==> src/rtl/fifo_rd_unpack.sv <==
// Pops wide FIFO words and streams them MSB slice first; first slice 2 cycles after a pop from IDLE.
// Holds the slice under m_ready backpressure; a one-word prefetch removes bubbles between words.
module fifo_rd_unpack #(
   parameter int IN_WIDTH  = 32,
   parameter int OUT_WIDTH = 8,
   parameter int RATIO     = 4,
   parameter int CNT_WIDTH = 2
) (
   input  logic                 rd_clk,
   input  logic                 rd_rst,
   input  logic                 fifo_empty,
   output logic                 fifo_rd_en,
   input  logic [IN_WIDTH-1:0]  fifo_rd_data,
   output logic                 m_valid,
   input  logic                 m_ready,
   output logic [OUT_WIDTH-1:0] m_data,
   output logic                 m_last
);

   typedef enum logic [1:0] {IDLE, WAIT, SEND} state_t;

   localparam logic [CNT_WIDTH-1:0] CNT_LAST = CNT_WIDTH'(RATIO - 1);

   state_t                state, state_nxt;
   logic [IN_WIDTH-1:0]   sh_reg;
   logic [IN_WIDTH-1:0]   pf_reg;
   logic [CNT_WIDTH-1:0]  cnt;
   logic                  pf_vld;
   logic                  pend;
   logic                  at_last;
   logic                  fire;
   logic                  fire_last;

   assign at_last   = (cnt == CNT_LAST);
   assign fire      = m_valid & m_ready;
   assign fire_last = fire & at_last;

   // Pops never look at m_ready, so a stalled consumer still gets its next word prefetched.
   assign fifo_rd_en = !rd_rst & !fifo_empty & !pend &
                       ((state == IDLE) | ((state == SEND) & !pf_vld));

   always_ff @(posedge rd_clk or posedge rd_rst) begin
      if (rd_rst) begin
         state <= IDLE;
      end else begin
         state <= state_nxt;
      end
   end

   always_comb begin
      state_nxt = state;
      m_valid   = 1'b0;
      m_data    = '0;
      m_last    = 1'b0;
      case (state)
         IDLE: begin
            if (fifo_rd_en) state_nxt = WAIT;
         end
         WAIT: begin
            state_nxt = SEND;
         end
         SEND: begin
            m_valid = 1'b1;
            m_data  = sh_reg[IN_WIDTH-1 -: OUT_WIDTH];
            m_last  = at_last;
            // Word done with nothing buffered: a pop issued this same cycle still needs its WAIT.
            if (fire_last & !pf_vld & !pend) begin
               state_nxt = fifo_rd_en ? WAIT : IDLE;
            end
         end
         default: state_nxt = IDLE;
      endcase
   end

   always_ff @(posedge rd_clk or posedge rd_rst) begin
      if (rd_rst) begin
         sh_reg <= '0;
         pf_reg <= '0;
         cnt    <= '0;
         pf_vld <= 1'b0;
         pend   <= 1'b0;
      end else begin
         pend <= fifo_rd_en;
         case (state)
            WAIT: begin
               sh_reg <= fifo_rd_data;
               cnt    <= '0;
            end
            SEND: begin
               if (fire & !at_last) begin
                  sh_reg <= sh_reg << OUT_WIDTH;
                  cnt    <= cnt + CNT_WIDTH'(1);
               end else if (fire_last) begin
                  cnt <= '0;
                  if (pf_vld) begin
                     sh_reg <= pf_reg;
                     pf_vld <= 1'b0;
                  end else if (pend) begin
                     sh_reg <= fifo_rd_data;
                  end
               end
               // Data landing while the current word is still busy parks in the prefetch slot.
               if (pend & !fire_last) begin
                  pf_reg <= fifo_rd_data;
                  pf_vld <= 1'b1;
               end
            end
            default: ;
         endcase
      end
   end

endmodule
==> config.mk <==
export PLATFORM = sky130hd
export DESIGN_NAME = fifo_rd_unpack
export DESIGN_NICKNAME = d
export VERILOG_FILES = /design/src/rtl/fifo_rd_unpack.sv
export SDC_FILE = /design/constraint.sdc
export NUM_CORES = 1
export LEC_CHECK = 0
export CORE_ASPECT_RATIO = 0.7
export CORE_MARGIN = 4
export CORE_UTILIZATION = 51
export CTS_CLUSTER_DIAMETER = 60
export CTS_CLUSTER_SIZE = 8
export DETAILED_ROUTE_END_ITERATION = 10
export PLACE_DENSITY = 0.76
export SLEW_MARGIN = 10
export SYNTH_ARGS = -nofsm -noshare
export SYNTH_HDL_FRONTEND = slang
export SYNTH_SLANG_ARGS = --single-unit
==> constraint.sdc <==
create_clock -name rd_clk -period 1.9 [get_ports rd_clk]
set_input_delay 0.285 -clock rd_clk [delete_from_list [all_inputs] [get_ports rd_clk]]
set_output_delay 0.285 -clock rd_clk [all_outputs]
set_load 0.05 [all_outputs]
==> summary.md <==
| Metric | Value |
|---|---|
| Die Height | 83.3 um |
| Clock-pin slew on the worst setup and hold paths | 50 ps |
| F_max | 534 MHz |
| Vias | 3020 |
| Largest net degree at the start of global routing | 71 |
| Routed length per placed instance | 18.8 um |
| Crit Path Max Fanout | 2 |
| Clock share of power | a little under a fifth |
| Final Non-Filler Cells | 504 |
| GR Overflow Total | 0 |
| Sequential fraction of design power | 33.1% |
| Clk buf depth | 2 |
| CP required | 1620 ps |
| Vias in the first global route | 3078 |
| TritonCTS clock tree | done |
| Util after Layout | 64.4% |
| Setup TNS Final | 0 ps |
| Starting Density | 52.5% |
| First-pass GRT wire length | 16000 um |
| Die width | around 120 um |
| Post-Syn Nets | about 390 |
| Setup Viol. Count Final | 0 |
| Cell Pwr Density | 1620 nW/um^2 |
| Cells after Synth | about 350 |
| Post-synth ARST share | between 90% and 100% |
| Period utilisation layout | between 90 and 100% |
| P_sw | about 0.003 W |
| Leak | 2.30 nW |
| Core area | a little under 8000 sq um |
| Via density | 5.99 |
| Routed Antenna Nets | 0 |
| Final hold slack | 420 ps |
| Router iterations before antenna repair | 7 |
| Gpl congestion | 0.834 |
| CP top delay family | simple AND/OR/NAND/NOR gates |
| Hold Vio Cnt, Final | 0 |
| VDD IR max | 0.00119 V |
| Critical path launch point type | register |
| Slowest cell on crit path | or4_4 |
| Status | finished clean |
| RSZ-0062 raised after global routing | true |
| Crit path cell chain | or4_4, a21oi_4, buf_12 |
| Type of destination of the critical path | primary output |
| Register area share after synthesis | 42.4% |
| Mean Syn Cell Area | 11.7 sq um |
| Placed cell count | 487 |
| CTS root buf | clkbuf_16 |
| Synth-to-layout area growth | 22.7% |
| Worst slack at placement | 30.0 ps |
| Yosys warns | 0 |
| Hpwl dp | 6400 um |
| Min Tclk post-route | ~1900 ps |
| CTS Sinks | 70 |
| Worst-Margin Slew | roughly 540 ps |
| Switching portion of total power | 37.2% |
| 1st-iter DRT viols | 249 |
| Ports | 47 |
| EDFF count, synth | 0 |
| Int Pwr | 0.00515 W |
| Max incr delay on CP | between 500 and 600 ps |
| Combinational Power Share | 47.8% |
| Port buffer count | between 40 and 50 |
| Number of diodes | 0 |
| TritonCTS buffer count | 9 |
| Total GRT Usage | around a fifth |
| Initial antenna violation count | 0 |
| Flops & latches, synth | 70 |
| Fillers | 625 |
| Arr. time, crit path | 1590 ps |
| Pins Over Slew Limit | 0 |
| Final worst slack | 26.5 ps |
| CTS H-tree depth | 3 |
| Synthesized cell area | 4130 sq um |
| Fin nets | 437 |
| Final Skew | 3.99 ps |
| Hold WC Path Type | input port to async pin |
| Max Cap Viol | 0 |
| Ys flop type | dfrtp_1 |
| Total die area | 9620 sq um |
| Residual DRC | 0 |
| Layout cell share with drive strength beyond 1 | ~29% |
| WP buf/inv | 1 |
| # rows | 27 |
| Yosys cell types | 41 |
| Crit path kind | register to primary output |
| Slew margin rel. | 64.0% |
| Clk_lat worst skew | roughly 330 ps |
| Routed wire length | roughly 9500 um |
[worst register-to-register path, stage by stage (launching register included)]
cell     delay, ps
dfrtp_1        430
ha_4           210
or3b_1         370
buf_6          210
a21oi_4        310
o31ai_1        130
[cell usage in the layout (no fill, tap or decap), drive strengths merged, types with 2 or more instances in the layout]
| master | Yosys | layout |
|---|---|---|
| o22ai | 2 | 2 |
| a21oi | 4 | 4 |
| mux2 | 32 | 32 |
| nand2 | 26 | 26 |
| clkinv | 1 | 2 |
| nand3b | 2 | 2 |
| a31oi | 25 | 25 |
| dfrtp | 70 | 70 |
| o21ai | 3 | 3 |
| a211oi | 24 | 24 |
| clkbuf | 10 | 13 |
| o31ai | 8 | 8 |
| mux2i | 32 | 32 |
| o211ai | 8 | 8 |
| nor3b | 25 | 25 |
| nand2b | 3 | 3 |
| and2 | 9 | 9 |
| nor2 | 2 | 2 |
| buf | 27 | 39 |
| inv | 5 | 4 |
| clkdlybuf4s50 | 0 | 35 |
| a211o | 24 | 24 |
[synth_stat cells (2+ instances only)]
cell type | number | share of area (%)
mux2_2 | 2 | 0.55
dfrtp_1 | 70 | 42
buf_4 | 7 | 1.3
a21oi_1 | 3 | 0.36
o31ai_1 | 8 | 1.5
buf_6 | 7 | 1.9
inv_1 | 5 | 0.45
mux2i_1 | 32 | 7.8
a31oi_1 | 25 | 3.8
o22ai_1 | 2 | 0.30
a211o_1 | 24 | 5.1
nor2_1 | 2 | 0.18
o21ai_0 | 2 | 0.24
mux2_4 | 30 | 11
nand2_1 | 26 | 2.4
o211ai_1 | 8 | 1.5
and2_1 | 9 | 1.4
nor3b_1 | 24 | 4.4
nand2b_1 | 3 | 0.45
a211oi_2 | 20 | 6.1
buf_2 | 12 | 1.5
clkbuf_1 | 9 | 0.82
a211oi_1 | 4 | 0.73
[cell type report]
cell class	instances	area, sq um	area share, %
repair buffers	74	737	14.5
inverters	6	31.3	0.617
flip-flops and latches	70	1750	34.6
well taps	101	126	2.49
clock buffers	13	270	5.33
multi-input cells	239	2140	42.3
clock inverters	1	5.00	0.0988
[logic make-up after synthesis]
group / after synthesis / share of synthesized area, %
buf+inv: 43 / 6.51
simple gates: 74 / 11.2
mux: 64 / 19.2
compound gates: 100 / 20.4
fa+ha+maj: 1 / 0.303
flops: 70 / 42.4
[metrics by stage]
stage	power (W)	instance area (sq um)
floorplan	0.00565	4140
global placement	0.00642	4720
detailed placement	0.00654	4720
CTS	0.00819	5020
global route	0.00874	5070
finish	0.00821	5070
[power groups by stage]
stage | Clock [W] | Combinational, W | Sequential, W
after global routing | 0.00167 | 0.00428 | 0.00280
final | 0.00157 | 0.00392 | 0.00271
after floorplan | 0 | 0.00310 | 0.00256
after detailed placement | 0 | 0.00384 | 0.00271
after global placement | 0 | 0.00374 | 0.00268
after CTS | 0.00161 | 0.00388 | 0.00270
[what timing repair did]
item / in CTS / in global routing
buffers inserted: 1 / 2
gates resized for setup: 4 / 7
pin swaps: 0 / 1
endpoints found under the setup margin: 11 / 16
hold buffers: 0 / 0
[final timing paths]
path,slack (ps),startpoint,depth (start not counted),to
worst max-delay path,30,pend$_DFF_PP0_,3,fifo_rd_en
worst min-delay path,420,rd_rst,3,pf_reg[0]$_DFFE_PP0P_
worst max register to register,100,cnt[0]$_DFFE_PP0P_,5,sh_reg[0]$_DFFE_PP0P_
worst min register to register,510,pf_reg[6]$_DFFE_PP0P_,1,pf_reg[6]$_DFFE_PP0P_
max in group asynchronous,1140,rd_rst,3,pf_reg[13]$_DFFE_PP0P_
min in group rd_clk,510,pf_reg[6]$_DFFE_PP0P_,1,pf_reg[6]$_DFFE_PP0P_
[metal layers]
layer / track usage (%) / share of wire [%] / vias up
met5: 0 / 0 / -
met4: 5.44 / 1.1 / 0
met3: 5.61 / 5.8 / 12
met2: 30.5 / 45 / 86
met1: 30.8 / 48 / 1496
li1: - / - / 1426
Power figures use the tool's default switching activity.
